<file path="src/rtl/ppu_cfg_sequencer.sv">
// ppu_cfg_sequencer
//
// Frame-synchronous configuration sequencer for the PPU post-processing chain.
// A requested tx-side datapath configuration word is never applied mid-frame.
// The sequencer first mutes the output stage, then commits the word on a
// vertical sync boundary, and keeps the output muted for SETTLE_FRAMES further
// vsync events. This lets the line multiplier and colour converter re-lock
// before video is shown again. If vsync disappears, a synthetic event is
// generated after VS_TIMEOUT cycles, so a configuration change cannot stall
// forever.
//
// Ports (VCLK_Tx domain):
//   VCLK           clock
//   nVRST_Tx       asynchronous active-low reset
//   vdata_valid_i  qualifies sync_i samples
//   sync_i         {nVSYNC, nCLAMP, nHSYNC, nCSYNC}; only bit 3 (nVSYNC) is used
//   cfg_req_i      requested configuration word (already resynchronised)
//   cfg_applied_o  configuration driven into the datapath
//   mute_o         1 = output stage forces blank/black
//   busy_o         1 = sequencer not idle
//   vsync_lost_o   1 = most recent vsync event was synthetic (timeout)
//
// All outputs come straight from flops.

module ppu_cfg_sequencer #(
    parameter int unsigned      CFG_W         = 21,
    parameter logic [CFG_W-1:0] CFG_RESET     = '0,
    parameter int unsigned      SETTLE_FRAMES = 2,
    parameter int unsigned      VS_TIMEOUT    = 1048575
) (
    input  logic             VCLK,
    input  logic             nVRST_Tx,
    input  logic             vdata_valid_i,
    input  logic [3:0]       sync_i,
    input  logic [CFG_W-1:0] cfg_req_i,
    output logic [CFG_W-1:0] cfg_applied_o,
    output logic             mute_o,
    output logic             busy_o,
    output logic             vsync_lost_o
);

    localparam int unsigned SC_W = (SETTLE_FRAMES > 0) ? $clog2(SETTLE_FRAMES + 1) : 1;
    localparam int unsigned TO_W = (VS_TIMEOUT > 0) ? $clog2(VS_TIMEOUT + 1) : 1;

    localparam logic [SC_W-1:0] SETTLE_INIT = SC_W'(SETTLE_FRAMES);
    localparam logic [TO_W-1:0] TO_LIMIT    = TO_W'(VS_TIMEOUT);

    typedef enum logic [1:0] {
        StIdle,
        StWaitVs,
        StSettle
    } state_e;

    state_e           state_q, state_d;
    logic [SC_W-1:0]  settle_cnt_q, settle_cnt_d;
    logic [TO_W-1:0]  to_cnt_q, to_cnt_d;
    logic             vs_prev_q, vs_prev_d;
    logic [CFG_W-1:0] cfg_q, cfg_d;
    logic             mute_q, mute_d;
    logic             busy_q, busy_d;
    logic             lost_q, lost_d;

    logic vs_ev;
    logic to_hit;
    logic syn_ev;
    logic ev;
    logic cfg_diff;

    // ------------------------------------------------------------------
    // Vsync event detection and timeout
    // ------------------------------------------------------------------

    // Falling edge of nVSYNC, judged only on qualified samples.
    assign vs_ev  = vdata_valid_i & ~sync_i[3] & vs_prev_q;
    assign to_hit = (to_cnt_q == TO_LIMIT);
    // A real edge arriving on the timeout cycle wins: one event, not synthetic.
    assign syn_ev = to_hit & ~vs_ev;
    assign ev     = vs_ev | to_hit;

    assign cfg_diff = (cfg_req_i != cfg_q);

    always_comb begin
        vs_prev_d = vs_prev_q;
        if (vdata_valid_i) begin
            vs_prev_d = sync_i[3];
        end
    end

    // The timeout only runs while a change is pending or settling; IDLE
    // keeps it cleared so the first wait always gets the full budget.
    always_comb begin
        to_cnt_d = to_cnt_q + TO_W'(1);
        if (vs_ev || to_hit || (state_q == StIdle)) begin
            to_cnt_d = '0;
        end
    end

    always_comb begin
        lost_d = lost_q;
        if (vs_ev) begin
            lost_d = 1'b0;
        end else if (syn_ev) begin
            lost_d = 1'b1;
        end
    end

    // ------------------------------------------------------------------
    // Sequencer FSM
    // ------------------------------------------------------------------

    always_comb begin
        state_d      = state_q;
        settle_cnt_d = settle_cnt_q;
        cfg_d        = cfg_q;

        case (state_q)
            StIdle: begin
                if (cfg_diff) begin
                    state_d = StWaitVs;
                end
            end

            // Requests may keep changing here; whatever is presented on the
            // event cycle is what gets committed.
            StWaitVs: begin
                if (ev) begin
                    cfg_d        = cfg_req_i;
                    settle_cnt_d = SETTLE_INIT;
                    state_d      = StSettle;
                end
            end

            // A new request restarts the whole sequence, even on an event cycle.
            StSettle: begin
                if (cfg_diff) begin
                    state_d = StWaitVs;
                end else if (ev) begin
                    if (settle_cnt_q == '0) begin
                        state_d = StIdle;
                    end else begin
                        settle_cnt_d = settle_cnt_q - SC_W'(1);
                    end
                end
            end

            default: begin
                state_d = StSettle;
            end
        endcase

        // Registered from next state so mute asserts the cycle after a
        // request is seen and drops the cycle after the final event.
        mute_d = (state_d != StIdle);
        busy_d = (state_d != StIdle);
    end

    always_ff @(posedge VCLK or negedge nVRST_Tx) begin
        if (!nVRST_Tx) begin
            state_q      <= StSettle;
            settle_cnt_q <= SETTLE_INIT;
            to_cnt_q     <= '0;
            vs_prev_q    <= 1'b1;
            cfg_q        <= CFG_RESET;
            mute_q       <= 1'b1;
            busy_q       <= 1'b1;
            lost_q       <= 1'b0;
        end else begin
            state_q      <= state_d;
            settle_cnt_q <= settle_cnt_d;
            to_cnt_q     <= to_cnt_d;
            vs_prev_q    <= vs_prev_d;
            cfg_q        <= cfg_d;
            mute_q       <= mute_d;
            busy_q       <= busy_d;
            lost_q       <= lost_d;
        end
    end

    assign cfg_applied_o = cfg_q;
    assign mute_o        = mute_q;
    assign busy_o        = busy_q;
    assign vsync_lost_o  = lost_q;

    // ------------------------------------------------------------------
    // Invariants
    // ------------------------------------------------------------------

    // The datapath configuration may only move on a commit out of WAIT_VS.
    a_cfg_only_on_commit : assert property (
        @(posedge VCLK) disable iff (!nVRST_Tx)
        (cfg_q != $past(cfg_q)) |-> ($past(state_q) == StWaitVs)
    );

    // Whenever a new configuration is on the datapath, video must be muted.
    a_muted_while_applying : assert property (
        @(posedge VCLK) disable iff (!nVRST_Tx)
        (cfg_q != $past(cfg_q)) |-> mute_q
    );

endmodule

</file>
<file path="config.mk">
export PLATFORM = sky130hd
export DESIGN_NAME = ppu_cfg_sequencer
export DESIGN_NICKNAME = d
export VERILOG_FILES = /design/src/rtl/ppu_cfg_sequencer.sv
export SDC_FILE = /design/constraint.sdc
export NUM_CORES = 1
export LEC_CHECK = 0
export ABC_CLOCK_PERIOD_IN_PS = 2390
export CORE_AREA = 2 2 73 75
export CTS_CLUSTER_SIZE = 24
export DETAILED_ROUTE_END_ITERATION = 7
export DIE_AREA = 0 0 75 77
export GPL_TIMING_DRIVEN = 0
export PLACE_DENSITY = 0.84
export RECOVER_POWER = 100
export REMOVE_ABC_BUFFERS = 1
export SLEW_MARGIN = 20
export SYNTH_ARGS = -nofsm -noshare
export SYNTH_HDL_FRONTEND = slang
export SYNTH_SLANG_ARGS = --single-unit
export TNS_END_PERCENT = 100
</file>
<file path="constraint.sdc">
create_clock -name VCLK -period 2.39 [get_ports VCLK]
set_input_delay 0.478 -clock VCLK [delete_from_list [all_inputs] [get_ports VCLK]]
set_output_delay 0.478 -clock VCLK [all_outputs]
set_load 0.05 [all_outputs]
</file>
# Word level (Yosys, flattened, before mapping)
# Cells that the tools add are included.
[word_totals]
reg_bits = 48
inputBits = 28
output_inout_bits = 24
word_cells = 46
[op_classes]
add_sub_neg = 2
n_eq_ne = 8
n_mux = 14
bitwise = 6
n_reduce_logical = 9
[ops]
columns = ["operator", "count"]
rows = [
  ["$ne A21 B21 Y1", 1],
  ["$add A20 B1 Y20 const B", 1],
  ["$eq A20 B20 Y1 const B", 1],
  ["$mux W20", 1],
  ["$mux W2", 9],
  ["$ne A2 B2 Y1 const B", 4],
  ["$pmux W2 S3", 1],
  ["$reduce_bool A2 Y1", 3],
  ["$reduce_and A5 Y1", 1],
  ["$logic_not A2 Y1", 2],
  ["$pmux W2 S2", 1],
  ["$and A1 B1 Y1", 3],
  ["$eq A2 B1 Y1 const B", 1],
  ["$eq A2 B2 Y1 const B", 1],
  ["$logic_or A1 B1 Y1", 2],
  ["$mux W1", 2],
  ["$not A1 Y1", 2],
  ["$reduce_and A2 Y1", 1],
  ["$sub A2 B1 Y2 const B", 1],
  ["$or A1 B1 Y1", 1],
]

# Longest topological paths before layout
[logic_depth]
word_depth = 8
mapped_depth = 7
ltp_nobuf = 7

# Least setup slack after synthesis
# No wires, ideal clock.
[synth_path]
path_type = "reg-to-reg"
from = "reg to_cnt_q[0]"
to = "reg cfg_q[10], in the netlist cfg_applied_o[10]"
setup_time_ns = 0.125
arrival_time_ns = 1.960
required_time_ns = 2.265
setup_slack_ns = 0.305
path_stages_with_launch = 8
n_path_buf = 1
synth_period_minus_slack_ns = 2.085
cell_sequence = "dfrtp_1 -> ha_1 -> nand3_2 -> or3_4 -> o31ai_4 -> nand2b_2 -> buf_6 -> mux2_4"
[synth_between]
elab_chain_cells = 3
[synth_lines]
columns = ["element", "line_no", "text"]
rows = [
  ["from (decl)", "56", "logic [TO_W-1:0] to_cnt_q, to_cnt_d;"],
  ["from (signal assigned)", "170", "to_cnt_q <= to_cnt_d;"],
  ["$eq A20 B20 Y1", "75", "assign to_hit = (to_cnt_q == TO_LIMIT);"],
  ["$or A1 B1 Y1", "78", "assign ev = vs_ev | to_hit;"],
  ["$reduce_and A2 Y1 (no line)", "--", ""],
  ["to (signal assigned)", "172", "cfg_q <= cfg_d;"],
  ["to (decl)", "58", "logic [CFG_W-1:0] cfg_q, cfg_d;"],
]
# No other way between the ends.
# A chain may end at the register's enable or synchronous reset.

# Worst setup path in the final report
[layout_path]
from = "in cfg_req_i[12]"
to = "reg settle_cnt_q[0]"
[layout_between]
elab_chain_cells = 3
[layout_lines]
columns = ["element", "line_no", "text"]
rows = [
  ["from (decl)", "35", "input logic [CFG_W-1:0] cfg_req_i,"],
  ["$ne A21 B21 Y1", "80", "assign cfg_diff = (cfg_req_i != cfg_q);"],
  ["$ne A2 B2 Y1 (no line)", "--", ""],
  ["$reduce_and A5 Y1 (no line)", "--", ""],
  ["to (signal assigned)", "169", "settle_cnt_q <= settle_cnt_d;"],
  ["to (decl)", "55", "logic [SC_W-1:0] settle_cnt_q, settle_cnt_d;"],
]
# No other way between the ends.

==> results.tsv <==
metric	value	unit
Pre-antenna DRT Iters	4	
cts bufs inserted	5	
crit path launch type	input port	
final setup vio count	0	
clock root buffer	clkbuf_8	
Reg power frac	36.7	%
Clock power frac	14.3	%
Tcrit/Tclk final	93.8	%
Peak VDD IR	719	µV
CP Capture Type	flop	
I/O Buffers	48	
Cell Pwr Density	1130	nW/µm²
Hold Fails Final Rpt	0	
number of fill cells	415	
Slew Limit Fails	0	
first-pass GRT wire length	7.65	mm
Setup TNS	0	ns
type of the tightest min-delay check	input port to asynchronous set/reset pin	
H-tree depth	2	
Primary FF master, synth	dfrtp_1	
vias	1731	
combinational share of power	49.0	%
DRC errors left	0	
placed cell count	331	
share of layout cells above drive strength 1	10.7	%
Crit Path Max Fanout	3	
max-cap violations	0	
Slew @ Worst Pin	0.952	ns
Psw	1.56	mW
antenna-violating nets left	0	
most frequent cells in the layout	dfrtp_1 (44), nor2_1 (31), xnor2_1 (30)	
Netlist Area Pre-Place	2470	µm²
synth unique cells	41	
Ant. Diodes	0	
Crit Path Class	input port to flop	
most common cell after layout, fill and taps aside	dfrtp_1	
Clock Skews	0.00873	ns
syn avg cell area	11.4	µm²
WL final	4.76	mm
Core Area	4980	µm²
Post-synth EDFFs	0	
post-route worst setup slack	0.147	ns
Reg clk slew, reported paths	0.09	ns
initial drt markers	114	
IO Pins	52	
GRT Util Overall	17.4	%
grt ovf	0	
hold buffer count at cts	0	
Clock Latency Late Sink	0.30	ns
Setup WS pre-CTS	-0.178	ns
initial antenna violation count	0	
CP arrival	2.44	ns
dpl hpwl	3.44	mm
Post-Synthesis Cells	216	
crit-path cells	dlygate4sd3_1, xnor2_1, nand4_1, or4_1, o21a_1, o31a_1	
Finished Layout Cells	342	
CTS tree	built	
WL/cell	13.9	µm
die area	5780	µm²
die height	77	µm
initial core utilization	49.7	%
RSZ-0062 raised after global routing	no	
status	finished clean	
Rel. slew slack	36.5	%
leakage power	1.24	nW
CTS max path bufs	2	
Core Util, Final	61.7	%
main area contributors after synthesis	dfrtp_1 (45%), mux2_4 (12%), xnor2_1 (11%)	
Async SR Flop Fraction	100	%
worst path buffer plus inverter count	1	
Area Overhead vs Synth	24.3	%
clock sinks	48	
vias per inst	5.06	
num rows	26	
final net count	301	
number of global-route vias before repair	1713	
gpl congestion	0.776	
Worst EP required	2.59	ns
Worst path max stage delay	0.57	ns
Pwr Total	3.47	mW
Final min period	2.24	ns
Die X	75	µm
internal power consumption	1.91	mW
area share of the largest cell type after synthesis	44.5	%
critical path's top delay family	simple AND/OR/NAND/NOR gates	
Critical Path Slowest Stage Cell	dlygate4sd3_1	
Seq/Total Area, Yosys	48.8	%
synth warn	0	
cell type with the highest aggregate area in the netlist	dfrtp_1	
switching share of power	45.0	%
Max Freq	0.446	GHz
flop and latch count out of synthesis	48	
largest net degree at the start of global routing	31	
## synth_stat cells (3+ instances only)
| cell type | number |
|---|---|
| a21oi_1 | 4 |
| nand2_1 | 8 |
| nand3_1 | 11 |
| nand4_1 | 8 |
| nor2_1 | 31 |
| dfrtp_1 | 44 |
| xnor2_1 | 30 |
| nor3_1 | 3 |
| dfstp_2 | 4 |
| xor2_1 | 9 |
| mux2_4 | 20 |
| inv_1 | 8 |
## cells by family (layout without fill, tap and decap cells)
logic type,after synthesis,in the layout,synth area share [%]
simple gates,77,78,16.0
buf+inv,13,68,2.73
flops,48,48,48.8
xor+xnor,39,39,13.8
fa+ha+maj,2,2,1.01
mux,22,22,13.1
compound gates,15,15,4.56
## routing by layer
layer / global-route usage [%] / routed length [µm] / vias to the layer above
met3: 5.39 / 216 / 9
met1: 23.1 / 2170 / 829
met4: 6.07 / 87 / 0
met5: 0 / 0 / -
met2: 26.5 / 2280 / 42
li1: - / - / 851
## power by group through the flow
| stage | Sequential, mW | Clock, mW | Combinational (mW) |
|---|---|---|---|
| final | 1.27 | 0.495 | 1.70 |
| after global routing | 1.32 | 0.546 | 1.80 |
| after CTS | 1.29 | 0.518 | 1.90 |
| after detailed placement | 1.30 | 0 | 1.89 |
| after global placement | 1.28 | 0 | 1.84 |
| after floorplan | 1.90 | 0 | 0.671 |
## path summary, 6_finish.rpt
check | slack [ns] | endpoint | from | cells past startpoint
setup / recovery | 0.15 | settle_cnt_q[0]$_DFFE_PN0P_ | cfg_req_i[12] | 6
hold / removal | 0.29 | to_cnt_q[0]$_DFF_PN0_ | nVRST_Tx | 1
setup reg to reg | 0.18 | cfg_applied_o[2]$_DFFE_PN0P_ | to_cnt_q[0]$_DFF_PN0_ | 7
hold reg to reg | 0.50 | to_cnt_q[0]$_DFF_PN0_ | to_cnt_q[0]$_DFF_PN0_ | 1
max in group asynchronous | 0.86 | cfg_applied_o[10]$_DFFE_PN0P_ | nVRST_Tx | 2
min in group VCLK | 0.50 | to_cnt_q[0]$_DFF_PN0_ | to_cnt_q[0]$_DFF_PN0_ | 1
## registers in the layout, indices dropped and copies added, names as in the netlist
name,count
busy_o,1
cfg_applied_o,21
settle_cnt_q,2
state_q,2
to_cnt_q,20
vs_prev_q,1
vsync_lost_o,1
## timing repair
action,4_1_cts,5_1_grt
pin swaps,0,1
gates resized for setup,1,1
endpoints found under the setup margin,21,21
cloned,0,1
setup buffers,0,2
## through the flow
step	instance area, µm²	hold slack, ns
2_1_floorplan	2430	0.182
3_3_place_gp	3000	0.478
3_5_place_dp	3030	0.446
4_1_cts	3130	0.102
5_1_grt	3070	0.361
6_report	3070	0.295
## layout make-up
class                      instances  area (µm²)  area share, %
clock buffer                       6        82.6           2.69
clock inverter                     2        10.0          0.326
timing repair buffer              52         499           16.2
multi-input combinational        156        1160           37.7
inverter                           8        30.0          0.977
sequential                        48        1210           39.3
tap                               70        87.6           2.85
Note: power is estimated with default switching activity, not from simulation.
